$ cat src/rtl/cache_pkg.sv
// ============================================================================
// Module   : cache_pkg
// Brief    : Shared types, address-split constants and byte-lane helper for
//            the direct-mapped write-through data cache.
// Revision : 1.0
// ============================================================================
`default_nettype none

package cache_pkg;

    localparam int ADDR_BITS   = 32;
    localparam int OFFSET_BITS = 2;
    localparam int BYTE_LANES  = 4;
    localparam int INDEX_DFLT  = 4;
    localparam int TAG_BITS    = ADDR_BITS - INDEX_DFLT - OFFSET_BITS;

    typedef enum logic [1:0] {
        IDLE    = 2'd0,
        RD_MISS = 2'd1,
        WR_THRU = 2'd2
    } cache_state_t;

    // Byte load result: selected lane, zero-extended.
    function automatic logic [31:0] lane_sel(input logic [31:0] word,
                                             input logic [1:0]  offset);
        logic [31:0] shifted;
        shifted = word >> {offset, 3'b000};
        return {24'h0, shifted[7:0]};
    endfunction

endpackage

`default_nettype wire

$ cat src/rtl/data_cache_array.sv
// ============================================================================
// Module   : data_cache_array
// Brief    : Valid/tag/data storage; asynchronous read, byte-enable write.
// Revision : 1.0
// ============================================================================
`default_nettype none

module data_cache_array #(
    parameter int INDEX_BITS = 4,
    parameter int TAG_W      = 26,
    parameter int DATA_WIDTH = 32
) (
    input  logic                  clk,
    input  logic                  i_rst_n,
    input  logic                  i_flush,
    input  logic [INDEX_BITS-1:0] i_index,
    input  logic                  i_fill,
    input  logic [TAG_W-1:0]      i_wr_tag,
    input  logic [DATA_WIDTH/8-1:0] i_wr_be,
    input  logic [DATA_WIDTH-1:0] i_wr_data,
    output logic                  o_valid,
    output logic [TAG_W-1:0]      o_tag,
    output logic [DATA_WIDTH-1:0] o_data
);

    localparam int c_depth = 1 << INDEX_BITS;

    logic [c_depth-1:0] r_valid;
    logic [TAG_W-1:0]   r_tag [c_depth];

    // Flush wins over a same-edge fill so a flushed fill is left invalid.
    always_ff @(posedge clk) begin
        if (!i_rst_n || i_flush) begin
            r_valid <= '0;
        end else if (i_fill) begin
            r_valid[i_index] <= 1'b1;
        end
    end

    always_ff @(posedge clk) begin
        if (i_fill) begin
            r_tag[i_index] <= i_wr_tag;
        end
    end

    for (genvar l = 0; l < DATA_WIDTH/8; l++) begin : g_lane
        logic [7:0] r_lane [c_depth];

        always_ff @(posedge clk) begin
            if (i_wr_be[l]) begin
                r_lane[i_index] <= i_wr_data[8*l +: 8];
            end
        end

        assign o_data[8*l +: 8] = r_lane[i_index];
    end

    assign o_valid = r_valid[i_index];
    assign o_tag   = r_tag[i_index];

endmodule

`default_nettype wire

$ cat src/rtl/data_cache.sv
// ============================================================================
// Module   : data_cache
// Brief    : Direct-mapped, write-through, no-write-allocate data cache with
//            a req/ack memory port and pipeline stall output.
// Revision : 1.0
// ============================================================================
`default_nettype none

module data_cache
    import cache_pkg::*;
#(
    parameter int DATA_WIDTH = 32,
    parameter int INDEX_BITS = 4
) (
    input  logic                  clk,
    input  logic                  rst_n_i,
    input  logic                  re_i,
    input  logic                  we_i,
    input  logic                  byte_op_i,
    input  logic [ADDR_BITS-1:0]  addr_i,
    input  logic [DATA_WIDTH-1:0] wd_i,
    input  logic                  flush_i,
    output logic [DATA_WIDTH-1:0] rd_o,
    output logic                  stall_o,
    output logic                  mem_req_o,
    output logic                  mem_we_o,
    output logic [ADDR_BITS-1:0]  mem_addr_o,
    output logic [BYTE_LANES-1:0] mem_be_o,
    output logic [DATA_WIDTH-1:0] mem_wdata_o,
    input  logic                  mem_ack_i,
    input  logic [DATA_WIDTH-1:0] mem_rdata_i
);

    localparam int c_tag_w = ADDR_BITS - INDEX_BITS - OFFSET_BITS;

    cache_state_t r_state;
    cache_state_t w_next;

    logic [ADDR_BITS-1:0]  r_addr;
    logic                  r_byte_op;
    logic                  r_flush_pend;
    logic                  r_mem_req;
    logic                  r_mem_we;
    logic [ADDR_BITS-1:0]  r_mem_addr;
    logic [BYTE_LANES-1:0] r_mem_be;
    logic [DATA_WIDTH-1:0] r_mem_wdata;

    logic [ADDR_BITS-1:0]  w_look_addr;
    logic [INDEX_BITS-1:0] w_index;
    logic [c_tag_w-1:0]    w_tag;
    logic                  w_valid;
    logic [c_tag_w-1:0]    w_line_tag;
    logic [DATA_WIDTH-1:0] w_line_data;
    logic                  w_hit;
    logic                  w_ack;
    logic                  w_fill;
    logic                  w_flush;
    logic [BYTE_LANES-1:0] w_wr_be;
    logic [DATA_WIDTH-1:0] w_wr_data;
    logic [DATA_WIDTH-1:0] w_rd_src;
    logic [1:0]            w_rd_off;
    logic                  w_rd_byte;
    logic                  w_stall;

    // Outside IDLE the lookup follows the captured request.
    assign w_look_addr = (r_state == IDLE) ? addr_i : r_addr;
    assign w_index     = w_look_addr[INDEX_BITS+OFFSET_BITS-1:OFFSET_BITS];
    assign w_tag       = w_look_addr[ADDR_BITS-1:INDEX_BITS+OFFSET_BITS];
    assign w_hit       = w_valid && (w_line_tag == w_tag);

    assign w_ack   = mem_ack_i && (r_state != IDLE);
    assign w_fill  = mem_ack_i && (r_state == RD_MISS);
    assign w_wr_be = w_fill ? {BYTE_LANES{1'b1}}
                   : ((mem_ack_i && (r_state == WR_THRU) && w_hit) ? r_mem_be : '0);
    assign w_wr_data = w_fill ? mem_rdata_i : r_mem_wdata;
    assign w_flush   = (r_state == IDLE) ? flush_i : (w_ack && (flush_i || r_flush_pend));

    data_cache_array #(
        .INDEX_BITS (INDEX_BITS),
        .TAG_W      (c_tag_w),
        .DATA_WIDTH (DATA_WIDTH)
    ) u_array (
        .clk       (clk),
        .i_rst_n   (rst_n_i),
        .i_flush   (w_flush),
        .i_index   (w_index),
        .i_fill    (w_fill),
        .i_wr_tag  (w_tag),
        .i_wr_be   (w_wr_be),
        .i_wr_data (w_wr_data),
        .o_valid   (w_valid),
        .o_tag     (w_line_tag),
        .o_data    (w_line_data)
    );

    // Load data: bypass from memory on the fill cycle, else from the array.
    assign w_rd_src  = (r_state == RD_MISS) ? mem_rdata_i : w_line_data;
    assign w_rd_off  = (r_state == RD_MISS) ? r_addr[1:0] : addr_i[1:0];
    assign w_rd_byte = (r_state == RD_MISS) ? r_byte_op : byte_op_i;
    assign rd_o      = w_rd_byte ? lane_sel(w_rd_src, w_rd_off) : w_rd_src;

    always_comb begin
        w_next  = r_state;
        w_stall = 1'b0;
        case (r_state)
            IDLE: begin
                if (we_i) begin
                    w_stall = 1'b1;
                    w_next  = WR_THRU;
                end else if (re_i && !w_hit) begin
                    w_stall = 1'b1;
                    w_next  = RD_MISS;
                end
            end
            RD_MISS, WR_THRU: begin
                w_stall = !mem_ack_i;
                if (mem_ack_i) begin
                    w_next = IDLE;
                end
            end
            default: w_next = IDLE;
        endcase
    end

    assign stall_o = w_stall;

    always_ff @(posedge clk) begin
        if (!rst_n_i) begin
            r_state      <= IDLE;
            r_addr       <= '0;
            r_byte_op    <= 1'b0;
            r_flush_pend <= 1'b0;
            r_mem_req    <= 1'b0;
            r_mem_we     <= 1'b0;
            r_mem_addr   <= '0;
            r_mem_be     <= '0;
            r_mem_wdata  <= '0;
        end else begin
            r_state <= w_next;
            if (r_state == IDLE) begin
                if (we_i || (re_i && !w_hit)) begin
                    r_addr     <= addr_i;
                    r_byte_op  <= byte_op_i;
                    r_mem_req  <= 1'b1;
                    r_mem_we   <= we_i;
                    r_mem_addr <= {addr_i[ADDR_BITS-1:OFFSET_BITS], {OFFSET_BITS{1'b0}}};
                end
                if (we_i) begin
                    r_mem_be    <= byte_op_i ? (4'b0001 << addr_i[1:0]) : 4'hF;
                    r_mem_wdata <= byte_op_i ? {4{wd_i[7:0]}} : wd_i;
                end else if (re_i && !w_hit) begin
                    r_mem_be <= 4'hF;
                end
            end else if (mem_ack_i) begin
                r_mem_req    <= 1'b0;
                r_flush_pend <= 1'b0;
            end else if (flush_i) begin
                r_flush_pend <= 1'b1;
            end
        end
    end

    assign mem_req_o   = r_mem_req;
    assign mem_we_o    = r_mem_we;
    assign mem_addr_o  = r_mem_addr;
    assign mem_be_o    = r_mem_be;
    assign mem_wdata_o = r_mem_wdata;

endmodule

`default_nettype wire

$ cat config.mk
export PLATFORM = sky130hd
export DESIGN_NAME = data_cache
export DESIGN_NICKNAME = d
export VERILOG_FILES = /design/src/rtl/cache_pkg.sv /design/src/rtl/data_cache_array.sv /design/src/rtl/data_cache.sv
export SDC_FILE = /design/constraint.sdc
export NUM_CORES = 1
export LEC_CHECK = 0
export BUFFER_PORTS_ARGS = -buffer_cell sky130_fd_sc_hd__buf_4
export CELL_PAD_IN_SITES_DETAIL_PLACEMENT = 0
export CELL_PAD_IN_SITES_GLOBAL_PLACEMENT = 2
export CORE_ASPECT_RATIO = 0.6
export CORE_MARGIN = 2
export CORE_UTILIZATION = 40
export DETAILED_ROUTE_END_ITERATION = 7
export PLACE_DENSITY = 0.72
export SLEW_MARGIN = 10
export SYNTH_ARGS = -nofsm -noshare
export SYNTH_HDL_FRONTEND = slang
export SYNTH_SLANG_ARGS = --single-unit
$ cat constraint.sdc
create_clock -name clk -period 12 [get_ports clk]
set_input_delay 2.4 -clock clk [delete_from_list [all_inputs] [get_ports clk]]
set_output_delay 2.4 -clock clk [all_outputs]
set_load 0.1 [all_outputs]
# [Yosys cells after proc, flatten, opt, wreduce, memory -nomap -nowiden]
# Memory sizes are Yosys's and may differ from the RTL's.
# Index checks and enable logic that the tools add are counted.
[word_totals] reg_bits=120 latch_bits=0 ram_bits=928 rom_bits=0 in_bits=103 elab_cells=92 n_memories=5
[op_classes] add_sub_neg=0 multipliers=0 div=0 n_lt_le_gt_ge=2 eq_ne=6 n_shift=2 muxes=39 bitwise=2 n_reduce_logical=26
[mem_list] name="u_array.r_tag" depth=16 width=26 read_ports=1 rd_ports_with_merged_regs=0 write_ports=1 line_no="data_cache_array.sv:29" source="logic [TAG_W-1:0] r_tag [c_depth];"
[mem_list] name="u_array.g_lane[0].r_lane" depth=16 width=8 read_ports=1 rd_ports_with_merged_regs=0 write_ports=1 line_no="data_cache_array.sv:47" source="logic [7:0] r_lane [c_depth];"
[mem_list] name="u_array.g_lane[1].r_lane" depth=16 width=8 read_ports=1 rd_ports_with_merged_regs=0 write_ports=1 line_no="data_cache_array.sv:47"
[mem_list] name="u_array.g_lane[2].r_lane" depth=16 width=8 read_ports=1 rd_ports_with_merged_regs=0 write_ports=1 line_no="data_cache_array.sv:47"
[mem_list] name="u_array.g_lane[3].r_lane" depth=16 width=8 read_ports=1 rd_ports_with_merged_regs=0 write_ports=1 line_no="data_cache_array.sv:47"
[op_table] operator="32-bit 2-to-1 mux" count=5
[op_table] operator="32-bit by 5-bit right shift with 8-bit output" count=1
[op_table] operator="26-bit equality test" count=1
[op_table] operator="1-bit 2-to-1 mux" count=21
[op_table] operator="4-bit 2-to-1 mux" count=5
[op_table] operator="16-bit bitwise OR" count=1
[op_table] operator="2-bit AND reduction" count=6
[op_table] operator="1-bit logical AND" count=8
[op_table] operator="2-bit 2-to-1 mux" count=4
[op_table] operator="2-bit nonzero test" count=4
[op_table] operator="4-bit by 5-bit < comparator with 1-bit output, second input constant" count=1
[op_table] operator="1-bit binary-select mux with 4-bit select" count=1
[op_table] operator="1-bit demux with 4-bit select" count=1
[op_table] operator="4-bit by 1-bit >= comparator with 1-bit output, second input constant" count=1
[op_table] operator="2-bit case mux with 2 select lines" count=1
[op_table] operator="1-bit by 2-bit left shift with 4-bit output, first input constant" count=1
[op_table] operator="1-bit logical NOT" count=3
[op_table] operator="1-bit logical OR" count=3
[op_table] operator="3-bit by 2-bit != test with 1-bit output, second input constant" count=1
[op_table] operator="2-bit by 1-bit equality test with 1-bit output, second input constant" count=1
[op_table] operator="2-bit equality test, second input constant" count=1
[op_table] operator="2-bit logical NOT" count=1
[op_table] operator="2-bit by 1-bit != test with 1-bit output, second input constant" count=1
[op_table] operator="2-bit != test, second input constant" count=1
[op_table] operator="other kinds (3)" count=3

# [Longest topological paths before layout]
[depth] word_depth=10 depth_mapped=18 depth_no_buf=11

# [Hierarchy]
# Synthesis repeated with hierarchy kept, for this count alone.
[unflattened] hier_cells=2312 area_unflattened_um2=41691.2
[by_module_without_submodules] module="data_cache_array" instances=1 cells_per_inst=1586 area_per_inst_um2=35848.1 seq_area_each_um2=28187.0
[by_module_without_submodules] module="data_cache" instances=1 cells_per_inst=726 area_per_inst_um2=5843.1 seq_area_each_um2=1481.4

# [Worst setup path after synthesis]
# Ideal clock, no wire load.
[synth_path] kind="input -> output" startpoint="input addr_i[3]" endpoint="output rd_o[2]" arrival_time_ns=6.188 t_required_ns=9.600 path_slack_ns=3.412 stages=12 path_cell_list="mux2_2 -> buf_4 -> buf_6 -> buf_2 -> buf_2 -> clkbuf_1 -> clkbuf_1 -> mux4_2 -> a221oi_1 -> o21ai_0 -> o22ai_1 -> a21oi_1"
[synth_between] elab_chain_cells=5
[synth_rtl] element="from (decl)" line_no="data_cache.sv:20" source="input logic [ADDR_BITS-1:0] addr_i,"
[synth_rtl] element="32-bit 2-to-1 mux (*)" line_no="data_cache.sv:66" source="assign w_look_addr = (r_state == IDLE) ? addr_i : r_addr;"
[synth_rtl] element="memory 16 x 8 bit"
[synth_rtl] element="32-bit 2-to-1 mux (*)" line_no="data_cache.sv:97" source="assign w_rd_src = (r_state == RD_MISS) ? mem_rdata_i : w_line_data;"
[synth_rtl] element="32-bit by 5-bit right shift with 8-bit output" line_no="cache_pkg.sv:27" source="shifted = word >> {offset, 3'b000};"
[synth_rtl] element="32-bit 2-to-1 mux (*)" line_no="data_cache.sv:100" source="assign rd_o = w_rd_byte ? lane_sel(w_rd_src, w_rd_off) : w_rd_src;"
[synth_rtl] element="to (decl)" line_no="data_cache.sv:23" source="output logic [DATA_WIDTH-1:0] rd_o,"
# Every way passes the cells marked *; elsewhere a longest branch is shown, timed or not.

# [Final worst setup path]
[layout_path] startpoint="input addr_i[3]" endpoint="output stall_o"
[layout_between] elab_chain_cells=9
[layout_rtl] element="32-bit 2-to-1 mux (*)" line_no="data_cache.sv:66"
[layout_rtl] element="memory 16 x 26 bit / 1-bit binary-select mux with 4-bit select (equally long branches)"
[layout_rtl] element="26-bit equality test / 1-bit 2-to-1 mux (equally long branches)" line_no="data_cache.sv:69, data_cache_array.sv:58"
[layout_rtl] element="1-bit logical AND (*)" line_no="data_cache.sv:69" source="assign w_hit = w_valid && (w_line_tag == w_tag);"
[layout_rtl] element="1-bit logical NOT (*)" line_no="data_cache.sv:110" source="end else if (re_i && !w_hit) begin"
[layout_rtl] element="1-bit logical AND (*)" line_no="data_cache.sv:110"
[layout_rtl] element="1-bit 2-to-1 mux (*)" line_no="data_cache.sv:110"
[layout_rtl] element="1-bit 2-to-1 mux (*)" line_no="data_cache.sv:107" source="if (we_i) begin"
[layout_rtl] element="1-bit case mux with 2 select lines (*)" line_no="data_cache.sv:105" source="case (r_state)"
[layout_rtl] element="to (decl)" line_no="data_cache.sv:24" source="output logic stall_o,"
# Every way passes the cells marked *; elsewhere a longest branch is shown, timed or not. The select of a mux whose other input is x is not followed.

==> summary.md <==
| Metric | Value |
|---|---|
| Largest net degree at the start of global routing | `86` |
| TNS Setup | `0 ns` |
| Post-CTS Resized | `0` |
| Number of synthesized flops with an enable pin | `928` |
| Synth Warn # | `0` |
| Post-DR vias/cell | `5.94` |
| Post-CTS Hold Fix Bufs | `0` |
| H-Tree Depth | `3` |
| Total of max-cap violations | `0` |
| Router iterations before antenna repair | `6` |
| DRC | `0` |
| Most numerous cell in the Yosys netlist | `edfxtp_1` |
| DRT met1 WL | `about 59 mm` |
| Routed vias | `25.3k` |
| Crit path DAT | `around 6.6 ns` |
| R2R depth | `13` |
| HPWL after DPL | `81.9 mm` |
| Count of buffers from port buffering | `203` |
| Hold violation count in the final report | `0` |
| Hold path endpoint | `r_addr[1]$_SDFFE_PN0P_` |
| Cts bufs inserted | `96` |
| Worst path top cell family by delay | `simple AND/OR/NAND/NOR gates` |
| Relative slew margins | `6.26%` |
| Most used DFF post-synth | `edfxtp_1` |
| I/O pin cnt | `roughly 200` |
| Starting DRT DRC Count | `3405` |
| Synthesized area | `0.0416 mm^2` |
| Final Cycle Share | `75.1%` |
| Nets@finish | `around 2.9k` |
| Post-CTS setup buffer count | `0` |
| Register share of total power | `between 40% and 50%` |
| Routability Congestion | `0.853` |
| Peak VDD IR | `113 uV` |
| Period minus WS final | `9.01 ns` |
| Register area share after synthesis | `71.4%` |
| Finish-stage setup viols | `0` |
| Crit path capture type | `primary output` |
| Initial core utilization | `40.4%` |
| Logic gate share of total power | `a little under a fifth` |
| Crit Path Category | `in -> out` |
| Root Buffer | `clkbuf_16` |
| Int Pwr | `just over 6 mW` |
| Clock Path Buffers | `3` |
| Total track usage | `24.1%` |
| Ys async rst share | `0%` |
| Area leader, netlist | `edfxtp_1` |
| Die Y | `254 um` |
| Synth unique cells | `61` |
| CP startpoint kind | `primary input` |
| Layout area overhead | `14.5%` |
| Met3 wire len | `12.6 mm` |
| Die footprint | `0.107 mm^2` |
| R2r endpoint | `u_array.g_lane[2].r_lane[14][0]$_DFFE_PP_` |
| Crit Path Max Fanout | `~70` |
| Core ar. | `between 0.1 and 0.15 mm^2` |
| Row cnt | `91` |
| Initial antenna violation count | `3` |
| Clk pwr share | `35.5%` |
| Critical path, cell by cell | `buf_4 -> nand3b_1 -> buf_12 -> a21oi_1 -> o41ai_1 -> o2111ai_1 -> xnor2_1 -> nand4_1 -> nor4_4 -> a31o_2 -> a21oi_1 -> buf_4` |
| CTS tree | `yes` |
| Synthesized instance count | `approximately 2.6k` |
| Clock-pin slew on the worst setup and hold paths | `0.07 ns` |
| Max layer used | `met5` |
| Clock Latency Late Sink | `0.69 ns` |
| Synth area leaders | `edfxtp_1 67%, mux4_2 8.2%, dfxtp_1 4.3%, a21oi_1 3.4%, nand2_1 2.2%` |
| WL/cell | `30.5 um` |
| Hold Path Depth | `2` |
| Clock Sinks | `1018` |
| CP bufs+invs | `3` |
| Final-report max-slew violation count | `0` |
| Actual slew at the worst max-slew pin | `roughly 1.4 ns` |
| Status | `complete, no violations` |
| First-pass GRT wire length | `between 150 and 200 mm` |
| Cells after DPL | `between 4k and 5k` |
| Sw Ratio | `28.9%` |
| Unrepaired setup endpoints after global routing | `false` |
| P_sw | `2.53 mW` |
| Metal2 WL | `54.5 mm` |
| WP data required | `around 9.6 ns` |
| Die Width | `420 um` |
| Reg-to-reg setup timing slack | `5.14 ns` |
| Syn Area/Cell | `15.7 um^2` |
| Synth top area share | `between 60 and 70%` |
| Worst hold start | `r_addr[1]$_SDFFE_PN0P_` |
| Commonest cells in the netlist | `928 x edfxtp_1, 284 x a21oi_1, 243 x nand2_1` |
| Crit-path max cell delay | `0.72 ns` |
| Layout cell share with drive strength beyond 1 | `21.0%` |
| Slowest CP cell | `o41ai_1` |
| RR Startpoint | `r_state[0]$_SDFFE_PN0P_` |
| Vias in the first global route | `24.7k` |
| Finished Layout Cells | `around 4.3k` |
| Yosys reg bits | `1018` |
| GRT overflow | `0` |
| Routed WL | `130 mm` |
| Final Skew | `approximately 0.027 ns` |
| Leak pwr | `15.7 nW` |
| Final ANT Viol Nets | `0` |
| Final Power | `slightly below 9 mW` |
| Max Clock Freq | `0.111 GHz` |
| HP Class | `reg -> reg` |
| Pwr/cell area | `184 mW/mm^2` |
## registers in the layout, indices dropped and copies added, names as in the netlist
| name | count |
|---|---|
| u_array.g_lane.r_lane | 512 |
| u_array.r_tag | 416 |
| mem_wdata_o | 32 |
| r_addr | 32 |
| u_array.r_valid | 16 |
| mem_be_o | 4 |
| r_state | 2 |
| mem_req_o | 1 |
| mem_we_o | 1 |
| r_byte_op | 1 |
| r_flush_pend | 1 |
## cell usage in the layout (no fill, tap or decap), types with 5 or more instances in the layout
| cell | n |
|---|---|
| a31oi_1 | 26 |
| nand2b_1 | 27 |
| nand2_1 | 241 |
| mux2i_1 | 65 |
| bufinv_16 | 11 |
| a22o_1 | 24 |
| o22ai_1 | 14 |
| nor2_1 | 112 |
| a211oi_1 | 7 |
| nor2b_1 | 5 |
| a21oi_1 | 284 |
| or4_1 | 6 |
| clkinv_1 | 18 |
| a21o_1 | 76 |
| a41oi_1 | 20 |
| mux4_2 | 151 |
| o41ai_1 | 56 |
| a2111oi_0 | 7 |
| nor2_4 | 16 |
| nand4_1 | 15 |
| dfxtp_1 | 90 |
| a221oi_1 | 24 |
| and2_1 | 27 |
| o21ai_0 | 56 |
| inv_1 | 30 |
| mux2_2 | 10 |
| clkinv_2 | 14 |
| clkbuf_16 | 99 |
| clkbuf_1 | 27 |
| buf_4 | 254 |
| edfxtp_1 | 928 |
| xnor2_1 | 23 |
| a22oi_1 | 20 |
## worst max-delay path by stage
| stage | start | to | slack, ns | depth (start not counted) |
|---|---|---|---|---|
| finish | addr_i[3] | stall_o | 2.99 | 12 |
| global route | addr_i[2] | rd_o[0] | 2.72 | 12 |
| CTS | addr_i[2] | rd_o[5] | 3.01 | 13 |
| detailed placement | addr_i[2] | rd_o[7] | 3.01 | 12 |
| global placement | addr_i[2] | rd_o[5] | 3.00 | 13 |
| floorplan | addr_i[3] | rd_o[2] | 3.41 | 12 |
## power groups by stage
stage | Clock (mW) | Combinational, mW | Sequential [mW]
after floorplan | 0 | 0.996 | 4.19
final | 3.10 | 1.60 | 4.03
after CTS | 3.15 | 1.60 | 4.03
after global placement | 0 | 1.58 | 4.11
after global routing | 3.29 | 1.67 | 4.03
after detailed placement | 0 | 1.59 | 4.11
## layer usage
layer,GRT usage (%),vias to the layer above
met5,0,-
met2,33.4,1248
met4,6.23,4
met1,37.6,13200
met3,6.04,181
li1,-,10600
## stage by stage
stage          instance area (um^2)  setup slack (ns)  hold WS (ns)  utilization [%]
2_1_floorplan                 41600              3.41         0.434                -
3_3_place_gp                  44400              3.00         0.445             43.1
3_5_place_dp                  44400              3.01         0.458             43.1
4_1_cts                       47600              3.01         0.467             46.2
5_1_grt                       47600              2.72         0.494             46.2
6_report                      47600              2.99         0.464             46.2
## cell families after synthesis
family          count (synthesis)  synth area share, %
mux                           229                 10.1
buf+inv                       249                 3.00
other cells                     1              0.00902
simple gates                  482                 5.13
flops                        1018                 71.4
fa+ha+maj                       4                0.120
compound gates                636                 9.78
xor+xnor                       24                0.506
## worst register-to-register path, cell delays in order, from the launching register on
cell and delay [ns]:
dfxtp_1 0.35, inv_1 0.13, ha_4 0.31, buf_4 0.62, or3b_4 0.57, buf_4 0.77
a21oi_1 0.18, o41ai_1 0.72, o2111ai_1 0.24, xnor2_1 0.20, nand4_1 0.33, nor4_4 0.58
a31oi_2 0.48, nor2_1 0.99
## area by class of cell
cell class / count / area [um^2]
antenna: 1 / 2.50
clock buffer: 130 / 2630
clock inverter: 50 / 539
fill: 8971 / 55300
inverter: 30 / 113
multi-input combinational: 1377 / 10900
sequential: 1018 / 29700
tap: 1395 / 1750
timing repair buffer: 257 / 1970
No activity file was read; power rests on OpenSTA's default activity.
